<file path="src/rtl/instr_sequencer_pkg.sv">
// instr_sequencer_pkg: shared types and constants for the instruction sequencer.
// The sequencer only inspects the opcode nibble for HALT and, with SEQ_TRAP_EN
// defined, for the illegal range; everything else comes from the decoder.
package instr_sequencer_pkg;

   // Sequencer phases
   typedef enum logic [2:0] {
      S_IDLE   = 3'd0,
      S_FETCH  = 3'd1,
      S_DECODE = 3'd2,
      S_EXEC   = 3'd3,
      S_MEM    = 3'd4,
      S_WB     = 3'd5
   } state_t;

   // Opcode nibble values (instr[7:4])
   localparam logic [3:0] OP_ADD    = 4'h0;
   localparam logic [3:0] OP_SUB    = 4'h1;
   localparam logic [3:0] OP_LOAD   = 4'h8;
   localparam logic [3:0] OP_STORE  = 4'h9;
   localparam logic [3:0] OP_ILL_LO = 4'hA;
   localparam logic [3:0] OP_ILL_HI = 4'hE;
   localparam logic [3:0] OP_HALT   = 4'hF;

   localparam int         PC_W_DEFAULT     = 8;
   localparam logic [7:0] RESET_PC_DEFAULT = 8'h00;

   // Per-cycle control strobes produced by the phase logic
   typedef struct packed {
      logic imem_req;
      logic dmem_req;
      logic dmem_we;
      logic rf_we;
      logic retire;
      logic pc_inc;
      logic set_halt;
   } seq_ctl_t;

   function automatic logic is_halt(input logic [7:0] ins);
      return ins[7:4] == OP_HALT;
   endfunction

   function automatic logic is_illegal(input logic [7:0] ins);
      return (ins[7:4] >= OP_ILL_LO) && (ins[7:4] <= OP_ILL_HI);
   endfunction

endpackage

</file>
<file path="src/rtl/instr_sequencer_if.sv">
// instr_sequencer_if: instruction-fetch and data-memory handshakes.
// master = sequencer side, slave = memory side. PC_W must match the sequencer.
interface instr_sequencer_if #(
   parameter int PC_W = 8
);
   logic            imem_req;
   logic [PC_W-1:0] imem_addr;
   logic [7:0]      imem_rdata;
   logic            imem_ack;
   logic            dmem_req;
   logic            dmem_we;
   logic            dmem_ack;

   modport master (
      output imem_req, imem_addr, dmem_req, dmem_we,
      input  imem_rdata, imem_ack, dmem_ack
   );

   modport slave (
      input  imem_req, imem_addr, dmem_req, dmem_we,
      output imem_rdata, imem_ack, dmem_ack
   );
endinterface

</file>
<file path="src/rtl/instr_sequencer_pc_reg.sv">
// instr_sequencer_pc_reg: program counter, loads RESET_PC on reset and
// increments (wrapping modulo 2^PC_W) when i_inc is high.
module instr_sequencer_pc_reg #(
   parameter int              PC_W     = 8,
   parameter logic [PC_W-1:0] RESET_PC = '0
) (
   input  logic            clk,
   input  logic            reset,
   input  logic            i_inc,
   output logic [PC_W-1:0] o_pc
);
   localparam logic [PC_W-1:0] PC_ONE = {{(PC_W-1){1'b0}}, 1'b1};

   logic [PC_W-1:0] r_pc;

   // pc register: natural binary wrap on overflow
   always_ff @(posedge clk) begin
      if (reset)      r_pc <= RESET_PC;
      else if (i_inc) r_pc <= r_pc + PC_ONE;
   end

   assign o_pc = r_pc;
endmodule

</file>
<file path="src/rtl/instr_sequencer.sv">
// instr_sequencer: multi-cycle fetch / decode / execute / memory / writeback
// sequencer for the 8-bit-instruction core. Holds the instruction register,
// gates the decoder's reg_write and memory strobes so each fires once per
// instruction, and pulses o_retire on completion.
// Optional feature: define SEQ_TRAP_EN to treat opcodes 4'hA..4'hE as illegal
// (adds the sticky o_trap output); otherwise they run as NOPs.
module instr_sequencer
   import instr_sequencer_pkg::*;
#(
   parameter int              PC_W     = PC_W_DEFAULT,
   parameter logic [PC_W-1:0] RESET_PC = PC_W'(RESET_PC_DEFAULT)
) (
   input  logic              clk,
   input  logic              reset,
   input  logic              i_run,
   instr_sequencer_if.master bus,
   input  logic              i_dec_reg_write,
   input  logic              i_dec_mem_read,
   input  logic              i_dec_mem_write,
   output logic [7:0]        o_instr,
   output logic              o_rf_we,
   output logic [PC_W-1:0]   o_pc,
   output logic              o_retire,
   output logic              o_halted,
   output logic              o_busy
`ifdef SEQ_TRAP_EN
   ,
   output logic              o_trap
`endif
);

   state_t          r_state;
   state_t          w_next;
   seq_ctl_t        w_ctl;
   logic            w_done;
   logic [7:0]      r_instr;
   logic            r_halted;
   logic [PC_W-1:0] w_pc;
`ifdef SEQ_TRAP_EN
   logic            w_set_trap;
   logic            r_trap;
`endif

   // State register
   always_ff @(posedge clk) begin
      if (reset) r_state <= S_IDLE;
      else       r_state <= w_next;
   end

   // Next-state and strobe generation; strobes are forced low while in reset
   // so a handshake interrupted by reset never retires or writes anything.
   always_comb begin
      w_next = r_state;
      w_ctl  = '0;
      w_done = 1'b0;
`ifdef SEQ_TRAP_EN
      w_set_trap = 1'b0;
`endif
      case (r_state)
         S_IDLE: begin
            if (i_run && !r_halted) w_next = S_FETCH;
         end
         S_FETCH: begin
            // address is pc itself, so it stays stable until ack
            w_ctl.imem_req = 1'b1;
            if (bus.imem_ack) w_next = S_DECODE;
         end
         S_DECODE: begin
            if (is_halt(r_instr)) begin
               // HALT retires but leaves pc pointing at itself
               w_ctl.set_halt = 1'b1;
               w_ctl.retire   = 1'b1;
               w_next         = S_IDLE;
            end
`ifdef SEQ_TRAP_EN
            else if (is_illegal(r_instr)) begin
               w_set_trap     = 1'b1;
               w_ctl.set_halt = 1'b1;
               w_next         = S_IDLE;
            end
`endif
            else begin
               w_next = S_EXEC;
            end
         end
         S_EXEC: begin
            if (i_dec_mem_read || i_dec_mem_write) w_next = S_MEM;
            else if (i_dec_reg_write)              w_next = S_WB;
            else                                   w_done = 1'b1;
         end
         S_MEM: begin
            // request held until ack; run dropping does not withdraw it
            w_ctl.dmem_req = 1'b1;
            w_ctl.dmem_we  = i_dec_mem_write;
            if (bus.dmem_ack) begin
               if (i_dec_reg_write) w_next = S_WB;
               else                 w_done = 1'b1;
            end
         end
         S_WB: begin
            w_ctl.rf_we = 1'b1;
            w_done      = 1'b1;
         end
         default: w_next = S_IDLE;
      endcase

      if (w_done) begin
         w_ctl.retire = 1'b1;
         w_ctl.pc_inc = 1'b1;
         w_next       = i_run ? S_FETCH : S_IDLE;
      end

      if (reset) begin
         w_ctl = '0;
`ifdef SEQ_TRAP_EN
         w_set_trap = 1'b0;
`endif
      end
   end

   // Instruction register, captured on the fetch ack
   always_ff @(posedge clk) begin
      if (reset)                                  r_instr <= 8'h00;
      else if (r_state == S_FETCH && bus.imem_ack) r_instr <= bus.imem_rdata;
   end

   // Sticky halt flag, cleared only by reset
   always_ff @(posedge clk) begin
      if (reset)               r_halted <= 1'b0;
      else if (w_ctl.set_halt) r_halted <= 1'b1;
   end

`ifdef SEQ_TRAP_EN
   // Sticky trap flag, cleared only by reset
   always_ff @(posedge clk) begin
      if (reset)           r_trap <= 1'b0;
      else if (w_set_trap) r_trap <= 1'b1;
   end

   assign o_trap = r_trap;
`endif

   instr_sequencer_pc_reg #(
      .PC_W     (PC_W),
      .RESET_PC (RESET_PC)
   ) u_pc (
      .clk   (clk),
      .reset (reset),
      .i_inc (w_ctl.pc_inc),
      .o_pc  (w_pc)
   );

   assign bus.imem_req  = w_ctl.imem_req;
   assign bus.imem_addr = w_pc;
   assign bus.dmem_req  = w_ctl.dmem_req;
   assign bus.dmem_we   = w_ctl.dmem_we;
   assign o_instr       = r_instr;
   assign o_rf_we       = w_ctl.rf_we;
   assign o_pc          = w_pc;
   assign o_retire      = w_ctl.retire;
   assign o_halted      = r_halted;
   assign o_busy        = (r_state != S_IDLE);

endmodule

</file>
<file path="src/flat_wrapper.sv">
// flat-port wrapper written by rule: the top's interface ports become plain ports
module instr_sequencer_flat import instr_sequencer_pkg::*;
#(
   parameter int              PC_W     = PC_W_DEFAULT,
   parameter logic [PC_W-1:0] RESET_PC = PC_W'(RESET_PC_DEFAULT)
)
  (clk, reset, i_run, i_dec_reg_write, i_dec_mem_read, i_dec_mem_write, o_instr, o_rf_we, o_pc, o_retire, o_halted, o_busy, bus_imem_req, bus_imem_addr, bus_dmem_req, bus_dmem_we, bus_imem_rdata, bus_imem_ack, bus_dmem_ack);
  instr_sequencer_if #(.PC_W(PC_W)) bus_i ();
  input  logic clk;
  input  logic reset;
  input  logic i_run;
  input  logic i_dec_reg_write;
  input  logic i_dec_mem_read;
  input  logic i_dec_mem_write;
  output logic [7:0] o_instr;
  output logic o_rf_we;
  output logic [PC_W-1:0] o_pc;
  output logic o_retire;
  output logic o_halted;
  output logic o_busy;
  output wire logic [$bits(bus_i.imem_req)-1:0] bus_imem_req;
  output wire logic [$bits(bus_i.imem_addr)-1:0] bus_imem_addr;
  output wire logic [$bits(bus_i.dmem_req)-1:0] bus_dmem_req;
  output wire logic [$bits(bus_i.dmem_we)-1:0] bus_dmem_we;
  input wire logic [$bits(bus_i.imem_rdata)-1:0] bus_imem_rdata;
  input wire logic [$bits(bus_i.imem_ack)-1:0] bus_imem_ack;
  input wire logic [$bits(bus_i.dmem_ack)-1:0] bus_dmem_ack;
  assign bus_imem_req = bus_i.imem_req;
  assign bus_imem_addr = bus_i.imem_addr;
  assign bus_dmem_req = bus_i.dmem_req;
  assign bus_dmem_we = bus_i.dmem_we;
  assign bus_i.imem_rdata = bus_imem_rdata;
  assign bus_i.imem_ack = bus_imem_ack;
  assign bus_i.dmem_ack = bus_dmem_ack;
  instr_sequencer #(.PC_W(PC_W), .RESET_PC(RESET_PC)) u_core (.clk(clk), .reset(reset), .i_run(i_run), .bus(bus_i), .i_dec_reg_write(i_dec_reg_write), .i_dec_mem_read(i_dec_mem_read), .i_dec_mem_write(i_dec_mem_write), .o_instr(o_instr), .o_rf_we(o_rf_we), .o_pc(o_pc), .o_retire(o_retire), .o_halted(o_halted), .o_busy(o_busy));
endmodule
</file>
<file path="config.mk">
export PLATFORM = sky130hd
export DESIGN_NAME = instr_sequencer_flat
export DESIGN_NICKNAME = d
export VERILOG_FILES = /design/src/rtl/instr_sequencer_pkg.sv /design/src/rtl/instr_sequencer_if.sv /design/src/rtl/instr_sequencer_pc_reg.sv /design/src/rtl/instr_sequencer.sv /design/src/flat_wrapper.sv
export SDC_FILE = /design/constraint.sdc
export NUM_CORES = 1
export LEC_CHECK = 0
export ABC_AREA = 1
export CAP_MARGIN = 10
export CORE_MARGIN = 2
export CORE_UTILIZATION = 38
export DETAILED_ROUTE_END_ITERATION = 12
export PLACE_DENSITY = 0.72
export SLEW_MARGIN = 20
export SYNTH_ARGS = -nofsm -noshare
export SYNTH_HDL_FRONTEND = slang
export SYNTH_SLANG_ARGS = --single-unit
</file>
<file path="constraint.sdc">
create_clock -name clk -period 1.1 [get_ports clk]
set_input_delay 0.275 -clock clk [delete_from_list [all_inputs] [get_ports clk]]
set_output_delay 0.275 -clock clk [all_outputs]
set_load 0.1 [all_outputs]
</file>
== Word-level counts from Yosys, hierarchy flattened ==
Index checks and enable logic that the tools add are counted.

* Register bits after elaboration: 20
* Bits in latches: 0
* RAM bits: 0
* Bits in read-only memories: 0
* Input port bits: 16
* Output and inout port bits: 31
* Memories: 0

* $add $sub $neg: 1
* Multiply operators: 0
* Div/mod/pow operators: 0
* Order comparisons: 0
* Equality and inequality tests: 10
* Shift operators: 0
* Muxes and demuxes: 20
* Bitwise logic cells: 0
* Reduce and logical (&&, ||, !) cells: 7

{| class="wikitable"
|+ Operators by type and width
! cell !! number
|-
| 3-bit 2-to-1 mux || 6
|-
| 3-bit case mux with 6 select lines || 1
|-
| 8-bit by 1-bit adder with 8-bit output (second input constant) || 1
|-
| 1-bit 2-to-1 mux || 8
|-
| 7-bit 2-to-1 mux || 1
|-
| 3-bit by 2-bit equality test with 1-bit output (second input constant) || 2
|-
| 3-bit equality test (second input constant) || 2
|-
| 2-bit 2-to-1 mux || 3
|-
| 3-bit by 2-bit != test with 1-bit output (second input constant) || 2
|-
| 4-bit equality test (second input constant) || 1
|-
| 4-bit AND reduction || 1
|-
| 3-bit by 1-bit equality test with 1-bit output (second input constant) || 1
|-
| 3-bit zero test || 1
|-
| 3-bit by 1-bit != test with 1-bit output (second input constant) || 1
|-
| 1-bit case mux with 3 select lines || 1
|-
| 3-bit nonzero test || 1
|-
| 1-bit logical AND || 2
|-
| 2-bit by 1-bit != test with 1-bit output (second input constant) || 1
|-
| 1-bit zero test || 1
|-
| 1-bit logical OR || 1
|}

== Depth between registers and ports, before layout ==
* Depth in word-level cells: 5
* Depth in mapped cells: 9
* Depth with buffers taken out: 9

== Hierarchy ==
From an unflattened synthesis, not the netlist that was laid out.

* Cells, all modules: 155
* Area, all modules: 1134.8 sq um

{| class="wikitable"
|+ By module, submodules not included
! module !! times used !! cells each !! area an instance (sq um) !! sequential area each (sq um)
|-
| instr_sequencer || 1 || 107 || 773.2 || 240.2
|-
| instr_sequencer_pc_reg || 1 || 48 || 361.6 || 160.2
|}

== Worst setup path before layout ==
No wires, ideal clock.

* Path kind: register to output
* From: register u_core.r_state[0]
* To: output port bus_dmem_we
* Data arrival time: 2.658 ns
* Path slack: -1.833 ns
* Stages on the path, launching flop included: 4
* Path through: dfxtp_1 -> nor2_1 -> nand2_1 -> nor3_1

* Word-level cells in the longest chain between the ends: 3

{| class="wikitable"
|+ RTL lines
! item !! RTL line !! text
|-
| start, declared || instr_sequencer.sv:32 || <nowiki>state_t r_state;</nowiki>
|-
| start signal, assigned || instr_sequencer.sv:47 || <nowiki>else r_state <= w_next;</nowiki>
|-
| 3-bit equality test || instr_sequencer.sv:59 || <nowiki>case (r_state)</nowiki>
|-
| 2-bit 2-to-1 mux || instr_sequencer.sv:59 ||
|-
| 7-bit 2-to-1 mux || instr_sequencer.sv:113 || <nowiki>if (reset) begin</nowiki>
|-
| end, declared || flat_wrapper.sv:24 || <nowiki>output wire logic [$bits(bus_i.dmem_we)-1:0] bus_dmem_we;</nowiki>
|}

Every way passes these cells.

== Worst setup path in the final report ==
* From: register u_core.r_state[0]
* To: output port o_retire

* Word-level cells in the longest chain between the ends: 4
* Elaborated cells between the ends (all ways): 8
* Those cells by class: 4 x eq/ne; 4 x mux

{| class="wikitable"
|+ RTL lines
! item !! RTL line !! text
|-
| 3-bit equality test or 3-bit by 2-bit equality test with 1-bit output (tied branches) || instr_sequencer.sv:59 ||
|-
| 1-bit case mux with 3 select lines or 1-bit 2-to-1 mux (tied branches) || instr_sequencer.sv:59 ||
|-
| 2-bit 2-to-1 mux (*) || instr_sequencer.sv:107 || <nowiki>if (w_done) begin</nowiki>
|-
| 7-bit 2-to-1 mux (*) || instr_sequencer.sv:113 ||
|-
| end, declared || flat_wrapper.sv:18 || <nowiki>output logic o_retire;</nowiki>
|}

Every way passes the cells marked *; elsewhere a longest branch is shown, timed or not.

==> results_tabular.tex <==
\begin{tabular}{lr}
\hline
Metric & Value \\
\hline
\multicolumn{2}{l}{\textbf{Run status}} \\
\quad Status & complete, but fails checks \\
\quad Failing checks & setup timing \\
\multicolumn{2}{l}{\textbf{Synthesis}} \\
\quad Average size of a mapped cell & 6.44 um2 \\
\quad Share of synthesized registers carrying an async set or reset & 0 \\
\quad Most area-hungry cell type in the Yosys netlist & sky130\_fd\_sc\_hd\_\_dfxtp\_1 \\
\quad Cell types with the largest area share after synthesis & sky130\_fd\_sc\_hd\_\_dfxtp\_1, sky130\_fd\_sc\_hd\_\_nor2\_1, sky130\_fd\_sc\_hd\_\_nand2\_1, sky130\_fd\_sc\_hd\_\_inv\_1, sky130\_fd\_sc\_hd\_\_o21ai\_0 \\
\quad Flop and latch count out of synthesis & 20 \\
\quad Share of synthesized area occupied by flip-flops and latches & 0.355 \\
\quad Distinct cell type count after synthesis & 23 \\
\quad EDFF count, synth & 0 \\
\quad Synthesis Warnings & 0 \\
\quad Synthesized cell area & 1130 um2 \\
\quad Leading register cell type out of synthesis & sky130\_fd\_sc\_hd\_\_dfxtp\_1 \\
\quad Most frequent cell after synthesis & sky130\_fd\_sc\_hd\_\_nor2\_1 \\
\quad Gate count of the mapped netlist & 175 \\
\quad Proportion of netlist area held by the largest area contributor & 0.355 \\
\quad Commonest cells in the netlist & sky130\_fd\_sc\_hd\_\_nor2\_1, sky130\_fd\_sc\_hd\_\_nand2\_1, sky130\_fd\_sc\_hd\_\_dfxtp\_1, sky130\_fd\_sc\_hd\_\_inv\_1, sky130\_fd\_sc\_hd\_\_o21ai\_0 \\
\quad Synth Net Count & 192 \\
\multicolumn{2}{l}{\textbf{Power}} \\
\quad Maximum VDD drop & 1.54 mV \\
\quad Power density over cell area & 1400 nW/um2 \\
\quad P\_leak & 1.12 nW \\
\multicolumn{2}{l}{\textbf{Timing}} \\
\quad Transition time of the tightest slew-check pin & 0.299 ns \\
\quad Min cycle time layout & 1.67 ns \\
\quad Worst hold slack & 0.531 ns \\
\quad Worst setup margin & -0.565 ns \\
\quad Final hold viol count & 0 \\
\quad Fin Clk Skew & 0.00921 ns \\
\quad Setup repair after global routing missed its margin & true \\
\quad Max Slew Vio Count & 0 \\
\quad Maximum frequency from static timing analysis & 0.601 GHz \\
\quad Portion of the clock cycle consumed by the worst path in the final layout & 1.51 \\
\quad Final setup violating endpoints & 51 \\
\quad Tightest slew margin relative to the limit & 0.800 \\
\multicolumn{2}{l}{\textbf{Setup path}} \\
\quad Critical register-to-register path endpoint & u\_core.u\_pc.o\_pc[6] \\
\quad Reg2reg setup slack & -0.27 ns \\
\quad Source of the worst register-to-register timing path & u\_core.r\_state[0] \\
\quad Worst setup EP type & output pin \\
\quad Arrival time of the worst setup path & 1.39 ns \\
\quad Cells along the critical path & nand3\_2, inv\_2, nand2\_2, nand2\_4, nand2\_4, nand2\_8, buf\_12 \\
\quad Highest net fanout along the worst path & 7 \\
\quad Startpoint kind of the worst setup timing path & flop \\
\quad Worst reg2reg path depth & 10 \\
\quad Most frequent cell on the critical path & sky130\_fd\_sc\_hd\_\_nand2\_4 \\
\quad Cell with the largest stage delay on the worst path & sky130\_fd\_sc\_hd\_\_dfxtp\_4 \\
\quad Category of the critical setup timing path & reg -> out \\
\quad Highest cell delay on the worst timing path & 0.44 ns \\
\quad Worst EP required & 0.82 ns \\
\multicolumn{2}{l}{\textbf{Die}} \\
\quad Die width & 58.5 um \\
\quad Number of placement rows & 19 \\
\quad Core area & 2780 um2 \\
\quad Die extent in y & 58.5 um \\
\quad Number of primary I/O pins & 47 \\
\quad Floorplan die area & 3420 um2 \\
\quad Initial core utilization & 0.405 \\
\multicolumn{2}{l}{\textbf{Global routing}} \\
\quad Initial antenna violation count & 0 \\
\quad Largest net degree at the start of global routing & 17 \\
\quad All-layer global routing usage & 0.260 \\
\quad GRT Residual Overflow & 0 \\
\quad Vias in the first global route & 1492 \\
\quad Global-route wire length before repair & 6730 um \\
\multicolumn{2}{l}{\textbf{Place}} \\
\quad Worst slack at placement & -0.612 ns \\
\quad Post-detailed-placement half-perimeter wirelength & 2700 um \\
\quad Total placed cells including tap cells & 265 \\
\quad Final weighted congestion in routability-driven placement & 0.785 \\
\quad Port Buf Inserts & 46 \\
\multicolumn{2}{l}{\textbf{Clock tree}} \\
\quad Insertion delay of the later-clocked pin in the worst-skew pair & 0.32 ns \\
\quad Clock-pin slew of the registers on the worst-case setup and hold paths & 0.12 ns \\
\quad CTS Sinks & 20 \\
\quad Cts bufs inserted & 3 \\
\quad CTS Root Cell & sky130\_fd\_sc\_hd\_\_clkbuf\_4 \\
\quad CTS HTree Levels & 1 \\
\quad Buffers from clock root to sink, at most & 2 \\
\quad CTS tree & done \\
\multicolumn{2}{l}{\textbf{Job}} \\
\quad Max capacitance violation total & 0 \\
\multicolumn{2}{l}{\textbf{Cells and area}} \\
\quad Layout cell share with drive strength beyond 1 & 0.579 \\
\quad Ant diodes & 0 \\
\quad Net total in the final layout & 270 \\
\quad Fill cell instance count of the final layout & 126 \\
\quad Layout Area Growth over Synthesis & 122\% \\
\quad Final instance count without filler cells & 283 \\
\multicolumn{2}{l}{\textbf{Routing}} \\
\quad Total DRC errors in the routed layout & 0 \\
\quad DR WL/cell & 16.5 um \\
\quad Antenna-violating nets left & 0 \\
\quad Number of DRC markers in iteration 0 & 61 \\
\quad Number of search-and-repair iterations in the first detailed-routing pass & 5 \\
\quad Routed Wire Length & 4680 um \\
\quad Count of vias placed by the detailed router & 1498 \\
\quad Post-DR vias/cell & 5.29 \\
\multicolumn{2}{l}{\textbf{Worst hold path}} \\
\quad Class of the tightest hold or removal check & reg -> reg \\
\quad Number of cells on the worst hold path & 2 \\
\quad Worst Hold Launch & u\_core.o\_instr[2] \\
\quad Worst min-delay path endpoint & u\_core.o\_instr[2] \\
\hline
\end{tabular}
area by class of cell:
cell class / count / area (um2) / share of cell area
Clock buffer: 4 / 36.3 / 0.0145
Inverter: 26 / 105 / 0.0419
Multi-Input combinational cell: 119 / 758 / 0.302
Sequential cell: 20 / 465 / 0.186
Tap cell: 31 / 38.8 / 0.0155
Timing Repair Buffer: 83 / 1100 / 0.440
critical path: cells and delay by family (launching register included):
family	cells	cell delay (ns)
AND/OR/NAND/NOR	5	0.40
buffers and inverters	2	0.23
flip-flops	1	0.44
cell families after synthesis:
group / synth area share
buffers and inverters: 0.148
DFF: 0.355
xor gates and xnor gates: 0.00777
AOI/OAI and AO/OA: 0.104
adders and majority gates: 0.0111
and+or+nand+nor: 0.374
stage by stage:
stage	TNS (ns)	utilization	instance area, um2	total power [W]
2_1_floorplan	-2.15	-	1350	0.00212
3_3_place_gp	-9.78	0.797	2220	0.00284
3_5_place_dp	-10.96	0.797	2220	0.00289
4_1_cts	-6.80	0.855	2380	0.00338
5_1_grt	-10.79	0.901	2510	0.00363
6_report	-8.71	0.901	2510	0.00350
sequential cells by signal, indices dropped and copies added (netlist names):
signal / flops
u_core.o_halted: 1
u_core.r_state: 3
u_core.u_pc.o_pc: 8
u_core.o_instr: 8
what timing repair did:
item                       CTS  global route
pin swaps                   12             4
setup endpoints to repair   50            51
gates cloned                 0             0
hold buffers                 0             0
gates resized for setup     26            26
setup buffers               10             9
placed cells by master, fill, tap and decap left out, drive strengths merged:
| cell | instances |
|---|---|
| a21oi | 7 |
| and3 | 1 |
| buf | 68 |
| clkbuf | 4 |
| clkdlybuf4s50 | 10 |
| dfxtp | 20 |
| dlygate4sd2 | 5 |
| ha | 1 |
| inv | 26 |
| nand2 | 35 |
| nand3 | 13 |
| nand4 | 1 |
| nor2 | 40 |
| nor3 | 4 |
| nor3b | 1 |
| o21ai | 15 |
| xor2 | 1 |
report_power, final:
group          switching, W  leakage [nW]  internal, W  total (W)
logic               0.00131         0.922     0.000764    0.00207
clock network      0.000252        0.0210     0.000203   0.000454
registers          0.000146         0.176     0.000832   0.000978
total               0.00171          1.12      0.00180    0.00350
worst max path at each step:
stage                       from           to  slack (ns)
2_1_floorplan  u_core.r_state[1]  bus_dmem_we       -0.54
3_3_place_gp     i_dec_mem_write     o_retire       -0.58
3_5_place_dp      i_dec_mem_read     o_retire       -0.61
4_1_cts        u_core.r_state[1]      o_rf_we       -0.52
5_1_grt        u_core.r_state[2]     o_retire       -0.62
6_report       u_core.r_state[0]     o_retire       -0.57
layer usage:
layer  GRT usage  share of wire  vias up
met5           0              0        -
met4       0.146          0.028        0
met3      0.0637          0.076       14
met2       0.448           0.54       78
met1       0.292           0.36      712
li1            -              -      694
Power figures use the tool's default switching activity.
==> variant 1, RTL diff (same settings) <==
Set the package constant `PC_W_DEFAULT` to 10 (it was 8).
--- a/src/rtl/instr_sequencer_pkg.sv
+++ b/src/rtl/instr_sequencer_pkg.sv
@@ -22,7 +22,7 @@
    localparam logic [3:0] OP_ILL_HI = 4'hE;
    localparam logic [3:0] OP_HALT   = 4'hF;
 
-   localparam int         PC_W_DEFAULT     = 8;
+   localparam int         PC_W_DEFAULT     = 10;
    localparam logic [7:0] RESET_PC_DEFAULT = 8'h00;
 
    // Per-cycle control strobes produced by the phase logic
Ports: changed (resized bus_imem_addr and o_pc); port bits go from 47 to 51. No check against the original RTL was run, so the function may have changed too.
==> variant 1 against the unedited design <==
The run now fails in global routing. Area after synthesis increased by 13%.
==> variant 1: results (changes against the unedited design) <==
qor: timing.worstEndpointGrtRepair bus_dmem_we
qor: placement.numPlacedInstances 312 [+18%]
qor: timing.timing.worst_endpoint.kind primary output
qor: yosys.synth.top_cells.by_area sky130_fd_sc_hd__dfxtp_1, sky130_fd_sc_hd__nand2_1, sky130_fd_sc_hd__nand3_1, sky130_fd_sc_hd__a21oi_1, sky130_fd_sc_hd__nor2_1
qor: global_routing.grt_start_max_net_pins 14
qor: run_status.failed_stage global routing
qor: clock_tree.ctsHtreeMaxLevel 1 [unchanged]
qor: yosys.ys_seq_area_share 34.61% [-0.90 points]
qor: run_status.outcome aborted with a tool error
qor: yosys.yosys_warnings 0 [unchanged]
qor: floorplan.fp.dieW 61.87 µm [+5.8%]
qor: run_status.run.stop_error [ERROR DPL-0033] detailed placement checks failed during check placement.
qor: clock_tree.cts.root.buffer_cell sky130_fd_sc_hd__clkbuf_4
qor: placement.dp_hpwl 3179 µm [+18%]
qor: clock_tree.cts_made_buffers 3 [unchanged]
qor: global_routing.antenna_found_initial 0
qor: yosys.synth.ff_latch_count 22 [+10%]
qor: yosys.async_flop_share 0% [unchanged]
qor: placement.place.gp.congestion 0.8102 [+3.2%]
qor: clock_tree.max-clock-path-buffers 2 [unchanged]
qor: yosys.synth_area_per_cell 6.459 µm² [+0.27%]
qor: yosys.synth_nets 214 [+11%]
qor: yosys.netlist_top_cells_count sky130_fd_sc_hd__nand2_1, sky130_fd_sc_hd__nor2_1, sky130_fd_sc_hd__dfxtp_1, sky130_fd_sc_hd__nand3_1, sky130_fd_sc_hd__inv_1
qor: placement.detailed_place.area 2567 µm² [+16%]
qor: placement.portBuffers 50 [+8.7%]
qor: yosys.synth_cell_types 24 [+4.3%]
## variant 1: cells by family after synthesis
kind of cell	count (synthesis)	share of synthesized area (%)
AO/OA/AOI/OAI	23	9.440
buffers and inverters	37	14.26
adder cells (fa/ha/maj)	1	0.9831
flip-flops	22	34.61
AND/OR/NAND/NOR	113	40.02
XOR/XNOR	1	0.6884
## variant 1: timing repair
action / in CTS
setup buffers: 20
pin swaps: 12
gates resized for setup: 41
setup endpoints to repair: 57
cloned: 0
## variant 1: through the flow
stage | utilization [%] | setup slack [ps]
floorplan | - | -597.5
CTS | 87.81 | -557.9
global placement | 78.17 | -574.9
detailed placement | 78.17 | -594.6
==> variant 2, RTL diff (same settings) <==
Made on the original files. Encoding of `state_t`: now one-hot (6 bits for 6 states).
--- a/src/rtl/instr_sequencer_pkg.sv
+++ b/src/rtl/instr_sequencer_pkg.sv
@@ -4,13 +4,13 @@
 package instr_sequencer_pkg;
 
    // Sequencer phases
-   typedef enum logic [2:0] {
-      S_IDLE   = 3'd0,
-      S_FETCH  = 3'd1,
-      S_DECODE = 3'd2,
-      S_EXEC   = 3'd3,
-      S_MEM    = 3'd4,
-      S_WB     = 3'd5
+   typedef enum logic [5:0] {
+      S_IDLE   = 6'b000001,
+      S_FETCH  = 6'b000010,
+      S_DECODE = 6'b000100,
+      S_EXEC   = 6'b001000,
+      S_MEM    = 6'b010000,
+      S_WB     = 6'b100000
    } state_t;
 
    // Opcode nibble values (instr[7:4])
Check against the original RTL: no difference found for any inputs over 10 cycles, from zero or initial values and one cycle with reset high; not proved beyond that.
==> variant 2 against the unedited design <==
The flow still finishes with violations (negative setup slack). Fmax shrank 11%. Design area grew 8.5%. Sequential share of layout area grew 0.71 points. Via count grew 11%. Wire length grew 4.7%. Total power shrank 7.2%. Core utilization shrank 1.8 points. Sequential cell count grew 3. Area after synthesis grew 10%. Critical path depth shrank 1. Worst setup slack lost 200 ps.
==> variant 2: results (changes against the unedited design) <==
qor: run_status.outcome finished, violations left
qor: run_status.failing_checks negative setup slack
qor: power_and_ir_drop.cellPowerDensity 1196 nW/µm² [-14%]
qor: yosys.synth_nets 202 [+5.2%]
qor: timing.layout_setup_ws -762.2 ps [-197.0 ps]
qor: finish.drive_above_1_share 52.33% [-5.6 points]
qor: drt.drtIter0Drc 65 [+6.6%]
qor: global_routing.grt_first_pass_wirelength 7162 µm [+6.4%]
qor: finish.layout.filler_cells 149 [+18%]
qor: yosys.synth.top_cells.by_area sky130_fd_sc_hd__dfxtp_1, sky130_fd_sc_hd__nor2_1, sky130_fd_sc_hd__nand2_1, sky130_fd_sc_hd__inv_1, sky130_fd_sc_hd__nand3_1
qor: drt.routed-wl-met3 341 µm [-3.7%]
qor: global_routing.global_route.usage.met1 28.27% [-0.90 points]
qor: global_routing.grt.met3_usage 5.042% [-1.3 points]
qor: yosys.netlist_top_cells_count sky130_fd_sc_hd__nor2_1, sky130_fd_sc_hd__nand2_1, sky130_fd_sc_hd__dfxtp_1
qor: worst_setup_path.timing.critical_path.max_delay_family simple AND/OR/NAND/NOR gates
qor: drt.wl_met2 2658 µm [+5.4%]
qor: worst_hold_path.worstHoldStart bus_imem_rdata[5]
qor: timing.hold_slack 509.6 ps [-21.34 ps]
qor: placement.dp_hpwl 3073 µm [+14%]
qor: timing.time_the_final_worst_path_needs_with_i_o_delays_and_setup 1862 ps [+197.0 ps]
qor: worst_hold_path.hold_path_depth 3 [+1]
qor: timing.post_route_clock_skew 3.147 ps [-6.061 ps]
qor: global_routing.first_global_vias 1643 [+10%]
qor: worst_setup_path.cpMaxStageDelayCell sky130_fd_sc_hd__dfxtp_2
qor: timing.final_setup_vio_count 54 [+5.9%]
[variant 2: logic make-up after synthesis]
family / synth area share (%)
AO/OA/AOI/OAI: 8.451
XOR/XNOR: 0.7044
adder cells (fa/ha/maj): 1.006
buffers and inverters: 12.68
flip-flops: 37.02
AND/OR/NAND/NOR: 40.14
[variant 2: layout make-up]
type	instances	area [µm²]	share of cell area (%)
repair buffers	101	1264	46.46
multi-input cells	130	768.2	28.24
flip-flops and latches	23	524.3	19.27
inverters	21	81.33	2.990
well taps	44	55.05	2.024
clock buffers	3	22.52	0.8280
clock inverters	1	5.005	0.1840
[variant 2: worst min-delay path: cells and delay by family]
kind,cells,cell delay [ps]
buf+inv,1,390
simple gates,2,150
[variant 2: stage by stage]
step                util, %  std cells
global placement      78.74        299
detailed placement    78.74        299
CTS                   87.11        320
floorplan                 -        185
global route          88.37        323
finish                88.37        323
[variant 2: repair_timing]
item	in CTS	in global routing
hold endpoints to repair	0	0
buffers inserted	17	5
endpoints found under the setup margin	53	54
pin swaps	10	5
gates resized for setup	32	8
